**config.mk**
```make
export PLATFORM = sky130hd
export DESIGN_NAME = dmem_arbiter
export DESIGN_NICKNAME = d
export VERILOG_FILES = /design/src/rtl/dmem_arbiter.sv
export SDC_FILE = /design/constraint.sdc
export NUM_CORES = 1
export LEC_CHECK = 0
export ABC_AREA = 1
export ABC_CLOCK_PERIOD_IN_PS = 3270
export BUFFER_PORTS_ARGS = -buffer_cell sky130_fd_sc_hd__buf_4
export CAP_MARGIN = 0
export CORE_AREA = 2 2 117 119
export DETAILED_ROUTE_END_ITERATION = 12
export DIE_AREA = 0 0 119 121
export PLACE_DENSITY = 0.67
export REMOVE_ABC_BUFFERS = 1
export SLEW_MARGIN = 20
export SYNTH_ARGS = -nofsm -noshare
export SYNTH_HDL_FRONTEND = slang
export SYNTH_SLANG_ARGS = --single-unit
```
**constraint.sdc**
```tcl
create_clock -name clk -period 3.27 [get_ports clk]
set_input_delay 0.327 -clock clk [delete_from_list [all_inputs] [get_ports clk]]
set_output_delay 0.327 -clock clk [all_outputs]
set_load 0.005 [all_outputs]
```
**src/rtl/dmem_arbiter.sv**
```systemverilog
// Single-port data memory arbiter: the MEM stage has priority over the loader/debug port,
// and a saturating starvation counter forces the loader through after STARVE_LIMIT denials.
module dmem_arbiter #(
  parameter int ADDR_W       = 32,
  parameter int DATA_W       = 32,
  parameter int STARVE_LIMIT = 4
) (
  input  logic              clk,
  input  logic              rst,
  // MEM-stage requester
  input  logic              p_req,
  input  logic              p_we,
  input  logic [ADDR_W-1:0] p_addr,
  input  logic [DATA_W-1:0] p_wdata,
  output logic              p_gnt,
  output logic              p_stall,
  output logic              p_rvalid,
  output logic [DATA_W-1:0] p_rdata,
  // Loader/debug requester
  input  logic              l_req,
  input  logic              l_we,
  input  logic [ADDR_W-1:0] l_addr,
  input  logic [DATA_W-1:0] l_wdata,
  output logic              l_gnt,
  output logic              l_rvalid,
  output logic [DATA_W-1:0] l_rdata,
  // Memory side
  output logic [ADDR_W-1:0] mem_addr,
  output logic [DATA_W-1:0] mem_wdata,
  output logic              mem_we,
  input  logic [DATA_W-1:0] mem_rdata
);

  localparam int CNT_W = $clog2(STARVE_LIMIT + 1);
  localparam logic [CNT_W-1:0] LIMIT = CNT_W'(STARVE_LIMIT);

  logic [CNT_W-1:0]  r_starve_cnt;
  logic              r_p_rvalid_p1;
  logic              r_l_rvalid_p1;
  logic [DATA_W-1:0] r_p_rdata_p1;
  logic [DATA_W-1:0] r_l_rdata_p1;

  logic w_force_l;
  logic w_l_gnt;
  logic w_p_gnt;
  logic w_p_rd;
  logic w_l_rd;

  function automatic logic [CNT_W-1:0] sat_inc(input logic [CNT_W-1:0] v);
    return (v == LIMIT) ? v : v + CNT_W'(1);
  endfunction

  // Stage p0: combinational grant and memory mux
  assign w_force_l = (r_starve_cnt == LIMIT);
  assign w_l_gnt   = ~rst & l_req & (~p_req | w_force_l);
  assign w_p_gnt   = ~rst & p_req & ~w_l_gnt;
  assign w_p_rd    = w_p_gnt & ~p_we;
  assign w_l_rd    = w_l_gnt & ~l_we;

  assign p_gnt   = w_p_gnt;
  assign l_gnt   = w_l_gnt;
  assign p_stall = ~rst & p_req & ~w_p_gnt;

  assign mem_addr  = w_l_gnt ? l_addr  : p_addr;
  assign mem_wdata = w_l_gnt ? l_wdata : p_wdata;
  assign mem_we    = (w_p_gnt & p_we) | (w_l_gnt & l_we);

  always_ff @(posedge clk) begin
    if (rst) begin
      r_starve_cnt <= '0;
    end else if (w_l_gnt | ~l_req) begin
      r_starve_cnt <= '0;
    end else begin
      r_starve_cnt <= sat_inc(r_starve_cnt);
    end
  end

  // Stage p1: registered read return
  always_ff @(posedge clk) begin
    if (rst) begin
      r_p_rvalid_p1 <= 1'b0;
      r_l_rvalid_p1 <= 1'b0;
      r_p_rdata_p1  <= '0;
      r_l_rdata_p1  <= '0;
    end else begin
      r_p_rvalid_p1 <= w_p_rd;
      r_l_rvalid_p1 <= w_l_rd;
      if (w_p_rd) r_p_rdata_p1 <= mem_rdata;
      if (w_l_rd) r_l_rdata_p1 <= mem_rdata;
    end
  end

  // A response in flight is dropped as soon as reset is seen, not one edge later
  assign p_rvalid = r_p_rvalid_p1 & ~rst;
  assign l_rvalid = r_l_rvalid_p1 & ~rst;
  assign p_rdata  = rst ? '0 : r_p_rdata_p1;
  assign l_rdata  = rst ? '0 : r_l_rdata_p1;

endmodule
```
* After elaboration in Yosys (flattened, before gate mapping) *
Cells that the tools add are included.

word-level totals
  register bits after elaboration = 69
  latch bits = 0
  RAM bits = 0
  ROM bits = 0
  input port bits = 166
  output and inout bits = 134
  word-level logic and storage cells = 33
  memories = 0

operators by class
  $add $sub $neg = 1
  multiply operators = 0
  div/mod/pow operators = 0
  magnitude comparators = 0
  eq/ne operators = 1
  shifts and indexed selects = 0
  multiplexer cells = 4
  bitwise operators = 21
  reduce and logical (&&, ||, !) cells = 1

operators with widths
  operator               number
  $mux W32               4
  $and A1 B1 Y1          11
  $not A1 Y1             7
  $add A3 B1 Y3 const B  1
  $eq A3 B3 Y1 const B   1
  $or A1 B1 Y1           3
  $reduce_or A2 Y1       1

* Depth between registers and ports, before layout *
  depth after elaboration = 7
  mapped depth = 11
  depth with buffers taken out = 10

* Worst setup path after synthesis *
OpenSTA, ideal clock, no wires.

  path kind = register to output
  start point = reg r_starve_cnt[0]
  end point = out mem_wdata[12]
  data arrival time = 1.347 ns
  data required time = 2.943 ns
  slack = 1.596 ns
  cell stages (with the launch flop) = 11
  buffers on the path = 3
  path through = dfxtp_1 inv_1 ha_1 nand2_1 nand2_1 nand2_2 buf_6 buf_6 buf_2 nand2_1 nand2_1

on the way
  word-level cells in the longest chain between the ends = 4

ends and longest elaborated chain
  what                      RTL line  text
  start: declaration        37        logic [CNT_W-1:0] r_starve_cnt;
  start signal: assignment  74        r_starve_cnt <= sat_inc(r_starve_cnt);
  $eq A3 B3 Y1              54        assign w_force_l = (r_starve_cnt == LIMIT);
  $or A1 B1 Y1              55        assign w_l_gnt = ~rst & l_req & (~p_req | w_force_l);
  $and A1 B1 Y1             55
  $mux W32                  65        assign mem_wdata = w_l_gnt ? l_wdata : p_wdata;
  end: declaration          29        output logic [DATA_W-1:0] mem_wdata,

No other way between the ends.

* Worst setup path in the final report *
  start point = reg r_starve_cnt[0]
  end point = out mem_addr[28]

on the way
  word-level cells in the longest chain between the ends = 4

ends and longest elaborated chain
  what              RTL line  text
  $eq A3 B3 Y1      54
  $or A1 B1 Y1      55
  $and A1 B1 Y1     55
  $mux W32          64        assign mem_addr = w_l_gnt ? l_addr : p_addr;
  end: declaration  28        output logic [ADDR_W-1:0] mem_addr,

No other way between the ends.

==> impl_metrics.toml <==
[clock_tree]
clock_buffer_count_from_cts = 9
cts.path.max_buffers = 2
ctsResizeCount = 0
htreeDepth = 3
ctsHoldBuffers = 0
clk_pin_slew_worst_paths_ns = 0.06
clock_latency_ns = 0.32
tritoncts = "done"
clkSinkCount = 69
cts-root-buf = "clkbuf_16"
post-cts-setup-buffer-count = 0

[synth]
synth_mux_area_frac = 0
synth-seq-cells = 69
yosys.area_share.xor_xnor = 0.001985
mappedNetlistArea_um2 = 4412
yosys.area_share.simple = 0.4748
synth.lib_cells_used.distinct = 18
synth_top_family_by_area = "simple AND/OR/NAND/NOR gates"
syn-mean-instance-area_um2 = 5.328
synth_warnings = 0
synth_compound_area_frac = 0.002269
seq_area_frac_synth = 0.3131
synth-adder-area-share = 0.005672
post_synthesis_cell_count = 828

[place]
detailed_place_hpwl_mm = 12.93
io_buffer_count = 299
place.detailed.instances = 1264
place_congestion = 0.8776

[setup_path]
critical_path_sink_type = "output pin"
rr_worst_depth = 10
crit_top_cell = "nand2_1"
slowest_stage = "inv_2"
crit_arrival_ns = 2.36
setup.worst_path.class = "reg -> out"
worst_r2r_startpoint = "r_starve_cnt[0]$_SDFFE_PP0N_"
startpoint_type = "flip-flop"
critical_path.cell_chain = "inv_1 > ha_1 > nand2_1 > nand2_1 > nand2_4 > inv_2 > buf_4 > nand2_1 > nand2_1 > buf_4"
stage_delay_of_the_slowest_cell_on_the_critical_path_ns = 0.49
r2r-end = "r_p_rdata_p1[20]$_SDFFE_PP0P_"
r2r_slack_ns = 1.12
critical_path_peak_fanout = 40
worstPathRequired_ns = 2.94

[floorplan]
initial_core_util = 0.3372
floorplan.die_area_um2 = 14400
coreArea_um2 = 13090
floorplan.io_pins = 300
std_cell_rows = 42
die-width_um = 119
fp.dieH_um = 121

[power_and_ir_drop]
power_per_cell_area_nw_per_um2 = 345.3
power_frac_seq = 0.366
leakage_nw = 4.202
clkPwrFrac = 0.393
internal_power_mw = 1.766
vdd_drop_max_uv = 269.7
switching_share = 0.2702
p_switching_mw = 0.6540
share_comb_of_total_power = 0.241

[grt]
globalRoute.totalOverflow = 0
grt_start_max_net_pins = 60
groute.usage.overall = 0.2269
number_of_antenna_violations_at_the_first_check_in_global_routing = 0
grt_first_pass_wirelength_mm = 25.88
first_global_vias = 4959

[cells_and_area]
num-nets-final = 1267
post-route-util = 0.5357
final_layout_size_suffix_gt1_frac = 0.3010
antenna_diode_instance_count = 0
area_delta_synth_final_pct = 58.88
layout.cells.non_filler = 1279

[timing]
finalHoldViolations = 0
finalCritPeriodShare = 0.8207
slew_viol_final = 0
transition_time_at_the_pin_with_the_least_slew_margin_ns = 0.8778
period_needed_ns = 2.684
rsz_0062_raised_after_global_routing = "false"
max_freq_mhz = 372.6
final-setup-viol-count = 0
clock_skew_ns = 0.007153
timing.max_slew.rel_slack = 0.4139
final.setup.tns_ns = 0

[route]
via_count = 5408
drtPass1Iterations = 5
route.final.wire_length_mm = 17.11
drt.antenna.violating_nets = 0
drt_first_iter_violations = 331
routed_wire_length_per_instance_um = 13.38
post_drt_via_cell_ratio = 4.228
route.detailed.drc = 0

[worst_hold_path]
timing.hold.worst_endpoint = "r_l_rdata_p1[6]$_SDFFE_PP0P_"
min-delay-start = "mem_rdata[6]"
holdPathStages = 5
min-delay-path-class = "in -> reg"

[outcome]
status = "completed"

[job]
max-cap-violations = 0
-- cell usage in the layout, fill, tap and decap left out, drive strengths merged, types with 2 or more instances in the layout --
cell type	count
nand2	360
buf	308
inv	175
nor2	138
dfxtp	69
nand4	32
clkbuf	9
clkinvlp	4
ha	2
-- synth_stat cells --
master,count,share of area
xnor2_1,1,0.0020
dfxtp_1,69,0.31
nand3_4,1,0.0040
nand2_1,359,0.31
inv_2,4,0.0034
nor2_1,136,0.12
inv_1,171,0.15
buf_1,8,0.0068
nand2_2,1,0.0014
buf_4,3,0.0051
a21oi_1,1,0.0011
clkbuf_1,12,0.010
nor2_2,2,0.0028
nand4_1,32,0.045
buf_2,23,0.026
o21ai_0,1,0.0011
ha_1,2,0.0057
buf_6,2,0.0051
-- power by group through the flow --
stage	Clock [mW]	Combinational, mW	Sequential (mW)
2_1_floorplan	0	0.232	0.901
3_3_place_gp	0	0.584	0.902
3_5_place_dp	0	0.585	0.903
4_1_cts	0.968	0.588	0.885
5_1_grt	1.01	0.650	0.887
6_report	0.952	0.584	0.885
-- how the worst max path moves through the flow --
stage                                 start                            to
5_1_grt        r_starve_cnt[1]$_SDFFE_PP0N_                 mem_wdata[26]
3_5_place_dp                            rst                  mem_addr[28]
3_3_place_gp                            rst                 mem_wdata[26]
4_1_cts        r_starve_cnt[0]$_SDFFE_PP0N_                  mem_addr[28]
6_report       r_starve_cnt[0]$_SDFFE_PP0N_                  mem_addr[28]
2_1_floorplan  r_starve_cnt[0]$_SDFFE_PP0N_  r_l_rdata_p1[0]$_SDFFE_PP0P_
-- cell families after synthesis --
kind of cell               Yosys count
AOI/OAI and AO/OA                    2
buffers and inverters              223
DFF                                 69
xor gates and xnor gates             1
adders and majority gates            2
and+or+nand+nor                    531
-- registers in the layout (all words and copies together), names as in the netlist --
| name | flops |
|---|---|
| r_p_rdata_p1 | 32 |
| r_starve_cnt | 3 |
| r_l_rdata_p1 | 32 |
| r_p_rvalid_p1 | 1 |
| r_l_rvalid_p1 | 1 |
-- metrics by stage --
stage / cell area [um^2] / total power [mW] / worst slack (ns) / hold slack [ns]
floorplan: 4177 / 1.133 / -0.02536 / 0.4173
global placement: 6719 / 1.486 / 0.9343 / 0.4300
detailed placement: 6719 / 1.489 / 0.9057 / 0.4357
CTS: 7009 / 2.442 / 0.5830 / 0.3103
global route: 7009 / 2.551 / 0.3337 / 0.3417
finish: 7009 / 2.420 / 0.5864 / 0.3162
-- layout make-up --
class                      instances  area (um^2)
clock buffer                       9        225.2
clock inverter                     6        65.06
fill                            1423         6076
inverter                         175        656.9
multi-input combinational        536         2148
sequential                        69         1381
tap                              176        220.2
timing repair buffer             308         2312
-- critical path, delay by kind of cell, from the launching register on --
| kind | cells | cell delay [ns] |
|---|---|---|
| buffers and inverters | 4 | 1.04 |
| and+or+nand+nor | 5 | 0.52 |
| DFF | 1 | 0.32 |
| adders and majority gates | 1 | 0.13 |
-- metal layers --
metal | up-vias | global-route usage | wire [um]
li1 | 2878 | - | -
met1 | 2292 | 0.2826 | 6820
met2 | 216 | 0.3761 | 8312
met3 | 22 | 0.06955 | 1630
met4 | 0 | 0.06994 | 344
met5 | - | 0 | 0
No activity file was read; power rests on OpenSTA's default activity.
